## src/rtl/tx_arb_pkg.sv

```systemverilog
// Shared types for the UART output FIFO arbiter: FSM states, byte type and
// the id-width helper that keeps single-requester builds at one bit.
package tx_arb_pkg;

    typedef enum logic {IDLE, GRANT} arb_state_t;

    typedef logic [7:0] data_byte_t;

    function automatic int id_width(input int n);
        return (n > 1) ? $clog2(n) : 1;
    endfunction

endpackage

```

## src/rtl/rr_pick.sv

```systemverilog
// Combinational round-robin priority encoder: returns the first set request
// at or after rr_ptr, wrapping modulo NUM_REQ.
module rr_pick
    import tx_arb_pkg::*;
#(
    parameter int NUM_REQ = 2,
    localparam int ID_W = id_width(NUM_REQ)
) (
    input  logic [NUM_REQ-1:0] req,
    input  logic [ID_W-1:0]    rr_ptr,
    output logic               found,
    output logic [ID_W-1:0]    index
);

    logic [2*NUM_REQ-1:0] doubled;
    logic [2*NUM_REQ-1:0] shifted;
    logic [NUM_REQ-1:0]   rotated;
    logic [ID_W-1:0]      offset;
    logic [ID_W:0]        sum;

    // Rotating a doubled copy puts rr_ptr at bit 0, so the lowest set bit wins.
    assign doubled = {req, req};
    assign shifted = doubled >> rr_ptr;
    assign rotated = shifted[NUM_REQ-1:0];

    always_comb begin
        found  = 1'b0;
        offset = '0;
        for (int i = NUM_REQ - 1; i >= 0; i--) begin
            if (rotated[i]) begin
                found  = 1'b1;
                offset = ID_W'(i);
            end
        end
    end

    always_comb begin
        sum = {1'b0, rr_ptr} + {1'b0, offset};
        if (sum >= (ID_W + 1)'(NUM_REQ)) begin
            sum = sum - (ID_W + 1)'(NUM_REQ);
        end
        index = sum[ID_W-1:0];
    end

endmodule

```

## src/rtl/tx_fifo_arbiter.sv

```systemverilog
// Round-robin arbiter sharing the UART output FIFO between byte-stream
// requesters; a grant is locked until the packet's last byte or MAX_BURST bytes.
module tx_fifo_arbiter
    import tx_arb_pkg::*;
#(
    parameter int NUM_REQ   = 2,
    parameter int MAX_BURST = 16,
    localparam int ID_W = id_width(NUM_REQ)
) (
    input  logic                   clk,
    input  logic                   rst,
    input  logic [NUM_REQ-1:0]     req_valid,
    input  logic [8*NUM_REQ-1:0]   req_data,
    input  logic [NUM_REQ-1:0]     req_last,
    output logic [NUM_REQ-1:0]     req_ready,
    output logic [7:0]             fifo_din,
    output logic                   fifo_wr_en,
    input  logic                   fifo_full,
    output logic [ID_W-1:0]        grant_id,
    output logic                   busy
);

    localparam int CNT_W = $clog2(MAX_BURST + 1);

    arb_state_t       state;
    arb_state_t       state_next;
    logic [ID_W-1:0]  rr_ptr;
    logic [ID_W-1:0]  next_ptr;
    logic [ID_W-1:0]  pick_idx;
    logic             pick_found;
    logic [CNT_W-1:0] burst_cnt;
    logic             transfer;
    logic             release_grant;
    data_byte_t       req_bytes [NUM_REQ];

    for (genvar i = 0; i < NUM_REQ; i++) begin : g_unpack
        assign req_bytes[i] = req_data[8*i +: 8];
    end

    rr_pick #(
        .NUM_REQ (NUM_REQ)
    ) u_pick (
        .req    (req_valid),
        .rr_ptr (rr_ptr),
        .found  (pick_found),
        .index  (pick_idx)
    );

    assign busy = (state == GRANT);

    // Handshake and write strobe come straight from the registered grant, so a
    // write can never be issued while the FIFO reports full.
    always_comb begin
        state_next    = state;
        req_ready     = '0;
        fifo_wr_en    = 1'b0;
        fifo_din      = req_bytes[grant_id];
        transfer      = 1'b0;
        release_grant = 1'b0;
        next_ptr      = (grant_id == ID_W'(NUM_REQ - 1)) ? '0 : grant_id + 1'b1;
        case (state)
            IDLE: begin
                if (pick_found) begin
                    state_next = GRANT;
                end
            end
            GRANT: begin
                req_ready[grant_id] = !fifo_full;
                transfer            = req_valid[grant_id] & !fifo_full;
                fifo_wr_en          = transfer;
                release_grant       = transfer &
                                      (req_last[grant_id] |
                                       (burst_cnt == CNT_W'(MAX_BURST - 1)));
                if (release_grant) begin
                    state_next = IDLE;
                end
            end
            default: state_next = IDLE;
        endcase
    end

    always_ff @(posedge clk) begin
        if (rst) begin
            state     <= IDLE;
            rr_ptr    <= '0;
            grant_id  <= '0;
            burst_cnt <= '0;
        end else begin
            state <= state_next;
            if (state == IDLE && pick_found) begin
                grant_id  <= pick_idx;
                burst_cnt <= '0;
            end
            if (transfer && burst_cnt != CNT_W'(MAX_BURST)) begin
                burst_cnt <= burst_cnt + 1'b1;
            end
            // The requester just released drops to lowest priority.
            if (release_grant) begin
                rr_ptr <= next_ptr;
            end
        end
    end

endmodule

```

## config.mk

```make
export PLATFORM = sky130hd
export DESIGN_NAME = tx_fifo_arbiter
export DESIGN_NICKNAME = d
export VERILOG_FILES = /design/src/rtl/tx_arb_pkg.sv /design/src/rtl/rr_pick.sv /design/src/rtl/tx_fifo_arbiter.sv
export SDC_FILE = /design/constraint.sdc
export NUM_CORES = 1
export LEC_CHECK = 0
export CAP_MARGIN = 20
export CORE_MARGIN = 3
export CORE_UTILIZATION = 39
export DETAILED_ROUTE_END_ITERATION = 10
export PLACE_DENSITY = 0.92
export REMOVE_ABC_BUFFERS = 1
export SLEW_MARGIN = 40
export SYNTH_ARGS = -nofsm -noshare
export SYNTH_HDL_FRONTEND = slang
export SYNTH_SLANG_ARGS = --single-unit
export TNS_END_PERCENT = 5
```

## constraint.sdc

```tcl
create_clock -name clk -period 4.5 [get_ports clk]
set_clock_uncertainty 0.1 [all_clocks]
set_input_delay 0.9 -clock clk [delete_from_list [all_inputs] [get_ports clk]]
set_output_delay 0.9 -clock clk [all_outputs]
set_load 0.1 [all_outputs]
```

### After elaboration in Yosys (flattened, before gate mapping)

Cells that the tools add are included.

| cells by class | value |
|---|---|
| add/sub/neg operators | 4 |
| bitwise operators | 6 |
| reduce and logical (&&, ||, !) cells | 5 |
| shifts and indexed selects | 1 |
| $lt $le $gt $ge | 4 |
| equality and inequality tests | 2 |
| multiplexer cells | 22 |

Operator list:

| operator | count |
|---|---|
| 2-to-1 mux 8 bit | 3 |
| 2-to-1 mux 1 bit | 14 |
| 2-to-1 mux 5 bit | 2 |
| adder 5 x 1 -> 5 bit, second input constant | 1 |
| == test 5 x 4 -> 1 bit, second input constant | 1 |
| inequality test 5 bit, second input constant | 1 |
| greater-or-equal comparator 2 bit, second input constant | 2 |
| right shift 4 x 1 -> 2 bit | 1 |
| logical AND 1 bit | 3 |
| adder 1 x 1 -> 2 bit | 1 |
| AND 1 bit | 2 |
| AND 2 bit | 1 |
| < comparator 1 x 2 -> 1 bit, second input constant | 1 |
| 2-to-1 mux 2 bit | 1 |
| inverter 1 -> 2 bit | 1 |
| one-hot mux 1 bit (2 select lines) | 1 |
| nonzero test 2 bit | 1 |
| adder 1 bit, second input constant | 1 |
| demux 1 bit (select 1 bit) | 1 |
| greater-or-equal comparator 1 bit, second input constant | 1 |
| zero test 1 bit | 1 |
| inverter 1 bit | 1 |
| OR 1 bit | 1 |
| subtractor 1 bit, second input constant | 1 |

| storage, ports and cells | value |
|---|---|
| word-level logic and storage cells | 48 |
| input bits | 23 |
| bits in registers | 8 |

### Depth between registers and ports, before layout

Gate-level depths: netlist of run 1.

| depth | value |
|---|---|
| depth in word-level cells | 6 |
| mapped depth | 6 |
| mapped depth without buffers | 6 |

### Modules after synthesis

From an unflattened synthesis of run 1, not the netlist that was laid out.

| unflattened totals | value |
|---|---|
| cell total of the unflattened synthesis | 68 |
| area, all modules | 630.6 µm² |

By module, submodules not included:

| module | sequential area each (µm²) | area each (µm²) | cells each | instances |
|---|---|---|---|---|
| tx_fifo_arbiter | 160.2 | 609.3 | 65 | 1 |
| rr_pick | 0.0 | 21.3 | 3 | 1 |

### Worst setup path after synthesis of run 1

OpenSTA, ideal clock, no wires.

| timing | value |
|---|---|
| path kind | reg2out |
| start point | register state, in the netlist busy |
| end point | output port fifo_wr_en |
| required time | 3500 ps |
| setup slack | 863 ps |
| buffers on the path | 0 |
| arrival | 2637 ps |
| cell stages (with the launch flop) | 3 |
| cell sequence | dfxtp_1 nand2b_1 nor2_1 |

| between the ends | value |
|---|---|
| cells in the longest elaborated chain, start to end | 1 |

Ends and longest elaborated chain:

| what | RTL line | RTL |
|---|---|---|
| start, declared | tx_fifo_arbiter.sv:25 | `arb_state_t state;` |
| start signal, assigned | tx_fifo_arbiter.sv:89 | `state <= state_next;` |
| 2-to-1 mux 1 bit | tx_fifo_arbiter.sv:61 | `case (state)` |
| end, declared | tx_fifo_arbiter.sv:17 | `output logic fifo_wr_en,` |

No other way between the ends.

### Worst setup path in the final report of run 1

| timing | value |
|---|---|
| start point | input port req_valid[1] |
| end point | output port fifo_wr_en |

| between the ends | value |
|---|---|
| cells in the longest elaborated chain, start to end | 4 |

Ends and longest elaborated chain:

| what | RTL line | RTL |
|---|---|---|
| start, declared | tx_fifo_arbiter.sv:12 | `input logic [NUM_REQ-1:0] req_valid,` |
| 2-to-1 mux 1 bit (not written as such) (2 in series) | tx_fifo_arbiter.sv:69 | `transfer = req_valid[grant_id] & !fifo_full;` |
| AND 1 bit | tx_fifo_arbiter.sv:69 |  |
| 2-to-1 mux 1 bit | tx_fifo_arbiter.sv:61 |  |

No other way between the ends. The select of a mux whose other input is x is not followed.

==> results of run 1 <==
## layer usage
metal,global-route usage,vias up,share of wire
met5,0,-,0
met4,0.0760,0,0.0059
met3,0.0672,2,0.20
met2,0.273,40,0.43
met1,0.161,276,0.37
li1,-,305,-
## metrics by stage
| stage | hold WS, ns | util | cell area [um^2] |
|---|---|---|---|
| global route | 0.492 | 0.686 | 948 |
| global placement | 0.444 | 0.677 | 936 |
| detailed placement | 0.459 | 0.670 | 926 |
| CTS | 0.472 | 0.686 | 948 |
| floorplan | 0.413 | - | 594 |
| finish | 0.468 | 0.686 | 948 |
## cell usage in the layout (no fill, tap or decap)
cell,synthesis,layout
nand3_1,1,1
o21ba_2,1,1
o21ai_0,1,1
a22o_1,1,1
clkdlybuf4s50_1,0,22
nor2b_1,3,3
and2_1,1,1
buf_2,0,2
nor2_1,7,7
buf_4,1,11
and3_1,1,1
a311oi_4,1,1
mux2_2,14,14
dfxtp_1,8,8
mux2i_2,1,1
inv_1,6,6
mux2i_1,1,1
clkbuf_4,0,3
a311oi_1,1,1
nand2b_1,1,1
a21oi_1,1,1
ha_1,3,3
o211ai_1,1,1
nor3b_1,2,2
nor3_1,6,6
a211oi_1,1,1
## flip-flops by register name (all words and copies together) (netlist names)
| name | count |
|---|---|
| burst_cnt | 5 |
| busy | 1 |
| grant_id | 1 |
| rr_ptr | 1 |
## area by class of cell
class	instances	share of cell area
inverter	6	0.0237
sequential	8	0.169
timing repair buffer	35	0.330
multi-input combinational	49	0.434
clock buffer	3	0.0237
tap	15	0.0198
## path summary, 6_finish.rpt
path | from | to | cells past startpoint
min reg2reg | burst_cnt[2]$_SDFFE_PP0P_ | burst_cnt[2]$_SDFFE_PP0P_ | 1
max | req_valid[1] | fifo_wr_en | 4
max reg2reg | grant_id$_SDFFE_PP0P_ | burst_cnt[1]$_SDFFE_PP0P_ | 3
min | burst_cnt[2]$_SDFFE_PP0P_ | burst_cnt[2]$_SDFFE_PP0P_ | 1
## worst reg2reg max path, cell delays in order (launching register included)
cell and delay (ns):
dfxtp_1 0.73, mux2i_2 0.21, a311oi_4 0.39, mux2_2 0.38
## cell families (layout without fill, tap and decap cells)
family / after synthesis / count (layout) / share of synthesized area
compound gates: 8 / 8 / 0.129
fa+ha+maj: 3 / 3 / 0.0616
buf+inv: 9 / 44 / 0.0616
flops: 8 / 8 / 0.263
mux: 16 / 16 / 0.298
simple gates: 22 / 22 / 0.187
## report_power, final
| group | total (mW) | internal [mW] | leakage [nW] | switching, mW |
|---|---|---|---|---|
| Clock | 0.0532 | 0.0304 | 0.0138 | 0.0228 |
| Sequential | 0.0775 | 0.0730 | 0.0651 | 0.00446 |
| Combinational | 0.117 | 0.0389 | 0.303 | 0.0778 |
| Total | 0.247 | 0.142 | 0.382 | 0.105 |
==> qor.txt, run 1 <==
top_reg_cell synth - dfxtp_1
number of synthesized register bits - 8
footprint of the multi-input gates - 412 um^2
Max Fclk - 325 MHz
Layout area overhead - 55.6%
crit path buf inv count - 2
RSZ-0062 raised after global routing - no
post-route setup slack - 1.42 ns
cell family with the largest share of critical-path delay - buffers and inverters
Area contributors post-synth - dfxtp_1 (26%), mux2_2 (26%), ha_1 (6.2%), nor3_1 (4.9%), a311oi_4 (4.3%)
DR pass1 iterations - 2
GRT overflow - 0
GPL Wtd Cong - 0.837
slowest CP cell - clkdlybuf4s50_1
Synth area leader - dfxtp_1
TritonCTS Buffers - 3
full die area - 2070 um^2
CP endpoint kind - primary output
vias in the first global route - 571
crit path max fanout - 5
Cell Chain, Critical Path - clkdlybuf4s50_1 > mux2i_2 > nor2_1 > buf_4
post-CTS setup buffer count - 0
pins over their slew limit - 0
CP arrival - 2.08 ns
Synth top area share - 0.263
fill count - 112
TritonCTS clock tree - yes
clk root buf - clkbuf_4
largest net degree at the start of global routing - 17
pre-CTS setup slack - 1.44 ns
Non-Filler Instances - 116
clk_lat worst skew - 0.25 ns
synth warn - 0
CTS max path bufs - 2
Detail Route Antenna Nets - 0
Vias/cell - 5.37
VDD IR max - 0.139 mV
ANT cells - 0
Clk pin slew, worst setup/hold paths - 0.05 ns
Reg2Reg Setup Slack - 2.59 ns
CORE AREA - 1380 um^2
status - complete, no violations
top-count cell post-synth - mux2_2
total power - 247 uW
# port buffers - 35
die width - 45.5 um
Syn Inst Count - 66
setup tns final - 0 ns
number of max-cap violations - 0
FP Rows - 13
DR WL/cell - 13.2 um
Max-slew headroom - 0.574
Final period util - 0.683
first-pass GRT wire length - 2410 um
NumNets Final - 129
initial antenna violation count - 0
CTS Hold Bufs - 0
IO Count - 36
die height - 45.5 um
Synth cell types - 24
number of flops mapped to enable cells by yosys - 0
Final min period - 3.08 ns
final setup violation count - 0
clk sinks - 8
Post-CTS Resized - 0
critical path class - input port to primary output
WP data required - 3.50 ns
Hold Vio Cnt, Final - 0
Worst Hold Class - flop to flop
Lkg Pwr - 0.382 nW
largest stage delay on the critical path - 0.56 ns
asr flop ratio synth - 0
Max H-tree Level - 1
Placed Instances - 113
startpoint types - input port
Routed WL - 1530 um
Post-DP HPWL - 1250 um
Netlist Area Pre-Place - 609 um^2
pwr dens - 261 nW/um^2
syn avg cell area - 9.23 um^2
via count - 623
commonest cells in the netlist - mux2_2 (14), dfxtp_1 (8), nor2_1 (7), inv_1 (6), nor3_1 (6)
layout cells sized above 1 - 0.327
Reg area - 160 um^2
Slew @ Worst Pin - 0.638 ns
Initial DRC Count - 4
Seq/Total Area, Yosys - 0.263
DRC - 0
gr usage total - 0.158
Initial Util - 0.441
Note: power is estimated with default switching activity, not from simulation.
==> run 2, diff against run 1 <==
- CORE_UTILIZATION: 39 -> 33
- PLACE_DENSITY: 0.92 -> 0.84
- clock period: 4.5 -> 2.75 ns (I/O delays scaled with it)
==> run 2 against run 1 <==
Combinational power up 100%. Flip-flop and latch count unchanged. Core utilization up 0.27 points. Die area up 16%. Critical path depth unchanged.
==> qor.txt, run 2 (synthesis gave the netlist of run 1 again) <==
status - complete, no violations
Layout area overhead - 82.1%
setup tns final - 0 ns
Post-CTS Resized - 0
CORE AREA - 1610 um^2
ANT cells - 0
crit path buf inv count - 2
TritonCTS Buffers - 3
fill count - 122
CP endpoint kind - primary output
Max-slew headroom - 0.692
highest-count cells in the layout ignoring fill and taps - clkdlybuf4s50_1 (22), mux2_2 (14), buf_12 (11)
vias in the first global route - 606
Cell Chain, Critical Path - clkdlybuf4s50_1 > mux2i_2 > nor2_1 > buf_12
GPL Wtd Cong - 0.762
GRT overflow - 0
largest net degree at the start of global routing - 15
Detail Route Antenna Nets - 0
crit path max fanout - 5
Initial Util - 0.378
initial antenna violation count - 0
commonest non-fill, non-tap cell in the layout - clkdlybuf4s50_1
die width - 49.0 um
largest stage delay on the critical path - 0.59 ns
slowest CP cell - clkdlybuf4s50_1
gr usage total - 0.165
CTS max path bufs - 2
NumNets Final - 130
TritonCTS clock tree - yes
Clk pin slew, worst setup/hold paths - 0.05 ns
number of max-cap violations - 0
pre-CTS setup slack - 0.384 ns
RSZ-0062 raised after global routing - no
Routed WL - 1820 um
clk root buf - clkbuf_4
Placement Cell Area - 1090 um^2
Lkg Pwr - 0.434 nW
cell family with the largest share of critical-path delay - buffers and inverters
first-pass GRT wire length - 3000 um
Vias/cell - 5.04
FP Rows - 14
CP arrival - 1.74 ns
DR pass1 iterations - 4
via count - 635
Initial DRC Count - 7
Hold Vio Cnt, Final - 0
Fin Hold WS - 0.467 ns
layout cells sized above 1 - 0.333
VDD IR max - 0.307 mV
Post-DP HPWL - 1520 um
full die area - 2400 um^2
Reg area - 160 um^2
post-CTS setup buffer count - 0
footprint of the multi-input gates - 412 um^2
pins over their slew limit - 0
pwr dens - 403 nW/um^2
Max Fclk - 418 MHz
Non-Filler Instances - 126
largest register by flop count - burst_cnt
post-route setup slack - 0.357 ns
Placed Instances - 123
DRC - 0
clk_lat worst skew - 0.25 ns
DR WL/cell - 14.5 um
Worst Hold Class - flop to flop
final setup violation count - 0
IO Count - 36
final instance area - 1110 um^2
startpoint types - input port
Max H-tree Level - 1
# port buffers - 35
critical path class - input port to primary output
clk sinks - 8
max FFs per register - 5
WP data required - 2.10 ns
Final period util - 0.870
Final min period - 2.39 ns
CTS Hold Bufs - 0
Slew @ Worst Pin - 0.461 ns
die height - 49.0 um
==> run 2: cell types whose count changed in the layout (fill, tap and decap cells not counted), sizes merged <==
cell,delta
buf,+1
==> run 2: per-layer routing <==
layer | global-route usage | wire [um] | part of all wire
met2 | 0.247 | 800 | 0.44
met5 | 0 | 0 | 0
met1 | 0.192 | 760 | 0.42
met3 | 0.0673 | 194 | 0.11
met4 | 0.114 | 65 | 0.036
==> run 2: path summary, 6_finish.rpt <==
| path | start | to | slack (ns) | depth (start not counted) |
|---|---|---|---|---|
| max | req_valid[0] | fifo_wr_en | 0.36 | 4 |
| min | burst_cnt[2]$_SDFFE_PP0P_ | burst_cnt[2]$_SDFFE_PP0P_ | 0.47 | 1 |
| max reg2reg | burst_cnt[0]$_SDFFE_PP0P_ | rr_ptr$_SDFFE_PP0P_ | 0.99 | 6 |
| min reg2reg | burst_cnt[2]$_SDFFE_PP0P_ | burst_cnt[2]$_SDFFE_PP0P_ | 0.47 | 1 |
==> run 2: stage by stage <==
| step | utilization | power, mW |
|---|---|---|
| after global placement | 0.675 | 0.357 |
| after CTS | 0.689 | 0.452 |
| after floorplan | - | 0.262 |
| final | 0.689 | 0.447 |
| after global routing | 0.689 | 0.469 |
| after detailed placement | 0.675 | 0.361 |
==> run 2: report_power, final <==
part           internal (mW)  leakage, nW  switching [mW]
Clock                 0.0499       0.0138          0.0392
Combinational         0.0951        0.355           0.139
Sequential             0.119       0.0651         0.00506
==> run 2: final cells by class <==
cell class	count	area share
clock buffer	3	0.0203
timing repair buffer	36	0.417
tap	24	0.0271
inverter	6	0.0203
multi-input combinational	49	0.371
sequential	8	0.144
